==> src/rtl/fifo_wr_arbiter.sv <==
// Round-robin arbiter sharing the async FIFO write port among NREQ write-domain producers.
// Handshake: a beat moves on a cycle where req_valid[i] & req_ready[i]; that same cycle raises wr_rq.
module fifo_wr_arbiter #(
    parameter int WIDTH     = 8,
    parameter int NREQ      = 4,
    parameter int MAX_BURST = 8,
    localparam int CW       = $clog2(MAX_BURST) + 1,
    localparam int IW       = $clog2(NREQ)
) (
    input  logic                  w_clk,
    input  logic                  rst_n,
    input  logic [NREQ-1:0]       req_valid,
    input  logic [NREQ*WIDTH-1:0] req_data,
    input  logic [NREQ-1:0]       req_last,
    output logic [NREQ-1:0]       req_ready,
    input  logic                  full,
    output logic                  wr_rq,
    output logic [WIDTH-1:0]      wdata,
    output logic [NREQ-1:0]       grant,
    output logic                  busy,
    output logic [CW-1:0]         burst_cnt
);

    typedef enum logic {S_IDLE, S_BURST} state_t;

    state_t          r_state;
    state_t          w_state_nxt;
    logic [IW-1:0]   r_owner;
    logic [IW-1:0]   r_last_owner;
    logic [NREQ-1:0] r_grant;
    logic [CW-1:0]   r_burst_cnt;

    logic            w_any;
    logic            w_hi_found;
    logic [IW-1:0]   w_hi_sel;
    logic [IW-1:0]   w_lo_sel;
    logic [IW-1:0]   w_sel;
    logic            w_xfer;
    logic            w_end;
    logic [WIDTH-1:0] w_wdata;

    // Rotating priority: lowest valid index above last_owner wins, else wrap to the lowest valid index.
    always_comb begin
        w_hi_found = 1'b0;
        w_hi_sel   = '0;
        w_lo_sel   = '0;
        for (int i = NREQ - 1; i >= 0; i--) begin
            if (req_valid[i]) begin
                if (IW'(i) > r_last_owner) begin
                    w_hi_found = 1'b1;
                    w_hi_sel   = IW'(i);
                end else begin
                    w_lo_sel = IW'(i);
                end
            end
        end
        w_sel = w_hi_found ? w_hi_sel : w_lo_sel;
    end

    assign w_any  = |req_valid;
    assign w_xfer = (r_state == S_BURST) & req_valid[r_owner] & ~full;
    assign w_end  = w_xfer & (req_last[r_owner] | (r_burst_cnt == CW'(MAX_BURST - 1)));

    always_comb begin
        w_state_nxt = r_state;
        case (r_state)
            S_IDLE:  if (w_any) w_state_nxt = S_BURST;
            S_BURST: if (w_end) w_state_nxt = S_IDLE;
            default: w_state_nxt = S_IDLE;
        endcase
    end

    always_ff @(posedge w_clk or negedge rst_n) begin
        if (!rst_n) begin
            r_state <= S_IDLE;
        end else begin
            r_state <= w_state_nxt;
        end
    end

    always_ff @(posedge w_clk or negedge rst_n) begin
        if (!rst_n) begin
            r_owner      <= '0;
            r_last_owner <= IW'(NREQ - 1);
            r_grant      <= '0;
            r_burst_cnt  <= '0;
        end else if (r_state == S_IDLE) begin
            if (w_any) begin
                r_owner     <= w_sel;
                r_grant     <= NREQ'(1) << w_sel;
                r_burst_cnt <= '0;
            end
        end else if (w_end) begin
            r_grant      <= '0;
            r_burst_cnt  <= '0;
            r_last_owner <= r_owner;
        end else if (w_xfer) begin
            r_burst_cnt <= r_burst_cnt + 1'b1;
        end
    end

    // Owner data is forwarded whether or not it is valid; zero outside a burst.
    always_comb begin
        w_wdata = '0;
        if (r_state == S_BURST) begin
            for (int i = 0; i < NREQ; i++) begin
                if (r_owner == IW'(i)) w_wdata = req_data[i*WIDTH +: WIDTH];
            end
        end
    end

    assign busy      = (r_state == S_BURST);
    assign req_ready = (busy && !full) ? r_grant : '0;
    assign wr_rq     = w_xfer;
    assign wdata     = w_wdata;
    assign grant     = r_grant;
    assign burst_cnt = r_burst_cnt;

endmodule

==> config.mk <==
export PLATFORM = sky130hd
export DESIGN_NAME = fifo_wr_arbiter
export DESIGN_NICKNAME = d
export VERILOG_FILES = /design/src/rtl/fifo_wr_arbiter.sv
export SDC_FILE = /design/constraint.sdc
export NUM_CORES = 1
export LEC_CHECK = 0
export CAP_MARGIN = 40
export CORE_MARGIN = 2
export CORE_UTILIZATION = 37
export CTS_BUF_LIST = sky130_fd_sc_hd__clkbuf_4
export DETAILED_ROUTE_END_ITERATION = 12
export MAX_ROUTING_LAYER = met4
export PLACE_DENSITY = 0.83
export SYNTH_ARGS = -nofsm -noshare
export SYNTH_HDL_FRONTEND = slang
export SYNTH_SLANG_ARGS = --single-unit
==> constraint.sdc <==
create_clock -name w_clk -period 2.05 [get_ports w_clk]
set_input_delay 0.615 -clock w_clk [delete_from_list [all_inputs] [get_ports w_clk]]
set_output_delay 0.615 -clock w_clk [all_outputs]
set_load 0.02 [all_outputs]
# --- Word level (Yosys, flattened, before mapping) ---
# Cells that the tools add are included.
totals:
  n_memories: 0
  inputBits: 43
  latchBits: 0
  ram_bits: 0
  register_bits: 13
  rom_bits: 0
classes:
  multipliers: 0
  n_bitwise: 6
  div: 0
  n_lt_le_gt_ge: 5
  eq_ne: 6
  reduce_logical: 9
  shifts: 1
  n_mux: 45
  n_addsub: 1
op_table:
  columns: ["operator", "n"]
  rows:
  - ["$mux 8", 5]
  - ["$mux 2", 17]
  - ["$mux 4", 8]
  - ["$mux 1", 12]
  - ["$reduce_and 2->1", 4]
  - ["$add 4x1->4 const B", 1]
  - ["$bmux 1 s2", 2]
  - ["$eq 2x2->1 const B", 2]
  - ["$eq 4x3->1 const B", 1]
  - ["$gt 1x2->1 const A", 2]
  - ["$gt 2x2->1 const A", 2]
  - ["$reduce_or 4->1", 1]
  - ["$shl 1x2->4 const A", 1]
  - ["$and 1x1->1", 3]
  - ["$lt 2x3->1 const B", 1]
  - ["$ne 3x1->1 const B", 1]
  - ["$eq 2x1->1 const B", 1]
  - ["$logic_not 2->1", 1]
  - ["$ne 2x1->1 const B", 1]
  - ["$not 1->1", 2]
  - ["$pmux 1 s2", 1]
  - ["$reduce_bool 2->1", 1]
  - ["$logic_and 1x1->1", 1]
  - ["$logic_not 1->1", 1]
  - ["$or 1x1->1", 1]

# --- Longest topological paths before layout ---
depth:
  ltp_word: 13
  mapped_depth: 5
  mapped_depth_nobuf: 5

# --- Worst setup path before layout ---
# No wires, ideal clock.
synth_path:
  kind: "input port to output port"
  start: "input req_valid[3]"
  end: "output wr_rq"
  required_time_ps: 1435
  cell_stages: 3
  slack_ps: 40
  arrival_time_ps: 1395
  path_cell_list: "mux4_2 nand2_1 inv_1"
synth_via:
  elab_chain_cells: 4
synth_lines:
  columns: ["element", "line_no", "source"]
  rows:
  - ["from (decl)", "12", "input logic [NREQ-1:0] req_valid,"]
  - ["$bmux 1 s2", "61", "assign w_xfer = (r_state == S_BURST) & req_valid[r_owner] & ~full;"]
  - ["$mux 1 (implied by the code)", "61", null]
  - ["$and 1x1->1 (2 in series)", "61", null]
  - ["to (decl)", "17", "output logic wr_rq,"]
# Every way passes these cells. The select of a mux whose other input is x is not followed.

# --- Worst setup path in the final report ---
layout_path:
  start: "register r_owner[0]"
  end: "output wdata[6]"
layout_via:
  elab_chain_cells: 6
  word_cells_on_any_way: 9
  classes_between: "eq/ne: 3; mux: 5; reduce/logical: 1"
layout_lines:
  columns: ["element", "line_no", "source"]
  rows:
  - ["from (decl)", "28", "logic [IW-1:0] r_owner;"]
  - ["from (signal assigned)", "89", "r_owner <= w_sel;"]
  - ["$logic_not 2->1", "107", "if (r_owner == IW'(i)) w_wdata = req_data[i*WIDTH +: WIDTH];"]
  - ["$mux 8 (3 in series)", "107", null]
  - ["$mux 8 *", "107", null]
  - ["$mux 8 *", "105", "if (r_state == S_BURST) begin"]
  - ["to (decl)", "18", "output logic [WIDTH-1:0] wdata,"]
# Mark *: on every way between the ends. The rest lies on a longest branch, timed or not.

==> run_results.csv <==
group,metric,value,unit
die,core,2500,sq um
synthesis,synth_commonest_cells,"and2_1, dfrtp_1, mux4_2, nand3_1",
critical_path,crit_required,1430,ps
synthesis,synth-seq-area-share,33.4,%
cells_and_area,drive_above_1_share,38.9,%
placed_design,place_congestion,0.883,
placed_design,place_inst,193,
synthesis,synth_nets,130,
sta,tightest_slew,565,ps
power_and_ir_drop,swShare,38.8,%
cells_and_area,final_nets,212,
grt,gr-total-overflow,0,
critical_path,critical_path_class,"register to output port",
sta,slew_violations,0,
clock_tree,hold_buffers,0,
power_and_ir_drop,powerDensity,1250,nW/um^2
cells_and_area,syn2layout_area_growth,83.9,%
synthesis,synth_most_common_cell,"and2_1",
sta,rsz0062_at_grt,"yes",
clock_tree,clk_pin_slew,80,ps
power_and_ir_drop,p_sw,875,uW
critical_path,cp-end-kind,"output port",
run_status,outcome,"finished with violations",
grt,track_usage,20.8,%
synthesis,yosysTopAreaCell,"dfrtp_1",
sta,worst_slack,-150,ps
power_and_ir_drop,clkPwrFrac,7.6,%
synthesis,yosysTopAreaCellShare,28.0,%
synthesis,postSynthAreaPerCell,11.4,sq um
clock_tree,cts_tree,"built",
placed_design,place_hpwl,2410,um
clock_tree,cts-buffers-inserted,3,
die,num_rows,18,
grt,grt_max_degree,14,
die,die_h,55.5,um
clock_tree,root_buffer,"clkbuf_4",
detailed_routing,drt-initial-drc-count,4,
cells_and_area,stdcell_count,197,
synthesis,synth_cells,86,
placed_design,post-place-ws,-807,ps
power_and_ir_drop,power_frac_seq,20.1,%
die,die_x,55.5,um
sta,timing.fmax,454,MHz
grt,grt_pass1_vias,1110,
synthesis,synth_ff_type,"dfrtp_1",
clock_tree,cts.path.max_buffers,2,
synthesis,synth_edf_count,0,
sta,period_minus_slack,2200,ps
sta,finClkSkew,2.13,ps
clock_tree,htreeDepth,1,
power_and_ir_drop,power_leakage,0.000858,uW
placed_design,io_buffers,64,
job,maxCapViolations,0,
run_status,failed_checks,"negative setup slack",
clock_tree,worstSkewPairLatency,280,ps
power_and_ir_drop,combPwrFrac,72.3,%
sta,fin_crit_sh,107,%
die,ios,65,
worst_hold_path,min_path_type,"register to register",
critical_path,crit_path_start_kind,"register",
power_and_ir_drop,internal-power,1380,uW
critical_path,crit_arrival,1590,ps
synthesis,ys_types,32,
synthesis,synth_area_leaders,"dfrtp_1, mux4_2, and2_1",
cells_and_area,diodes,0,
sta,hold_viol,0,
detailed_routing,vias,1075,
critical_path,crit_fanout,9,
detailed_routing,vias_per_cell,5.46,
grt,antenna_found_initial,0,
sta,maxSlewHeadroom,62.2,%
sta,finalSetupTns,-1270,ps
synthesis,syn_area,982,sq um
synthesis,yosysWarningCount,0,
detailed_routing,dr.pass1.iters,4,
synthesis,async_flop_share,100,%
grt,grt_pass1_wl,4970,um
sta,setup_viol,9,
clock_tree,cts_sinks,13,
synthesis,synth-seq-cells,13,
power_and_ir_drop,peakVddDrop,0.000862,V
detailed_routing,drcViolationCount,0,
die,initial_core_util,39.3,%
detailed_routing,wl_per_cell,14.6,um
detailed_routing,wirelength,2870,um
die,dieArea,3080,sq um
detailed_routing,detail-route-antenna-nets,0,
cell usage in the layout, fill, tap and decap left out, types with 2 or more instances in the layout:
cell type / n
buf_2: 3
clkbuf_4: 4
nand2_1: 2
o21ai_0: 2
dlygate4sd2_1: 32
clkdlybuf4s50_1: 13
o31ai_1: 2
xor2_1: 2
mux4_2: 10
dfrtp_1: 11
buf_6: 10
mux2_2: 3
nand3_1: 7
dfstp_2: 2
clkdlybuf4s15_1: 5
buf_4: 16
and2_4: 10
and2_1: 3
nor2_1: 5
inv_1: 4
critical path, stage by stage, from the launching register on:
cell and delay [ps]:
dfrtp_1 380, buf_12 150, mux4_2 500, and2_4 150
buf_6 120
cell type report:
type | count | area, sq um
Sequential cell | 13 | 328
Fill cell | 187 | 693
Inverter | 5 | 18.8
Tap cell | 30 | 37.5
Timing Repair Buffer | 81 | 741
Clock buffer | 4 | 30.0
Multi-Input combinational cell | 64 | 652
path summary, 6_finish.rpt:
path | startpoint | end | slack, ps | cells past startpoint
max in group asynchronous | rst_n | r_last_owner[1] | 980 | 1
worst min register to register | grant[1] | grant[1] | 520 | 1
min in group asynchronous | rst_n | grant[1] | 700 | 1
worst max register to register | r_owner[0] | r_last_owner[0] | 100 | 5
worst min-delay path | grant[1] | grant[1] | 520 | 1
worst max-delay path | r_owner[0] | wdata[6] | -150 | 4
registers in the layout, summed over array words and instances, names as in the netlist:
register	flops
busy	1
grant	4
r_last_owner	2
r_owner	2
burst_cnt	4
cell families after synthesis:
| group | Yosys count | synth area share, % |
|---|---|---|
| flops | 13 | 33.4 |
| mux | 13 | 26.4 |
| fa+ha+maj | 1 | 1.27 |
| buf+inv | 9 | 3.57 |
| compound gates | 14 | 14.3 |
| simple gates | 34 | 19.4 |
| xor+xnor | 2 | 1.78 |
power by group through the flow:
stage	clock network (uW)	registers, uW	logic (uW)
floorplan	0	511	769
global placement	0	447	1510
detailed placement	0	454	1540
CTS	175	453	1650
global route	190	465	1730
finish	171	454	1630
layer usage:
layer | share of wire, % | track usage [%]
met1 | 36 | 23.0
met4 | 1.5 | 4.88
met5 | 0 | -
met2 | 54 | 37.6
met3 | 7.9 | 5.15
timing repair:
action / in CTS / in global routing
setup buffers: 1 / 0
pin swaps: 9 / 1
endpoints found under the hold margin: 0 / 0
setup endpoints to repair: 13 / 12
resized for setup: 127 / 1
stage by stage:
step | utilization [%] | instance area (sq um) | hold slack (ps) | power (uW)
CTS | 72.2 | 1800 | 526 | 2280
detailed placement | 71.4 | 1780 | 508 | 1990
finish | 72.3 | 1810 | 521 | 2260
global route | 72.3 | 1810 | 545 | 2390
global placement | 71.4 | 1780 | 500 | 1950
floorplan | - | 982 | 319 | 1280
(Power assumes the default switching activity.)
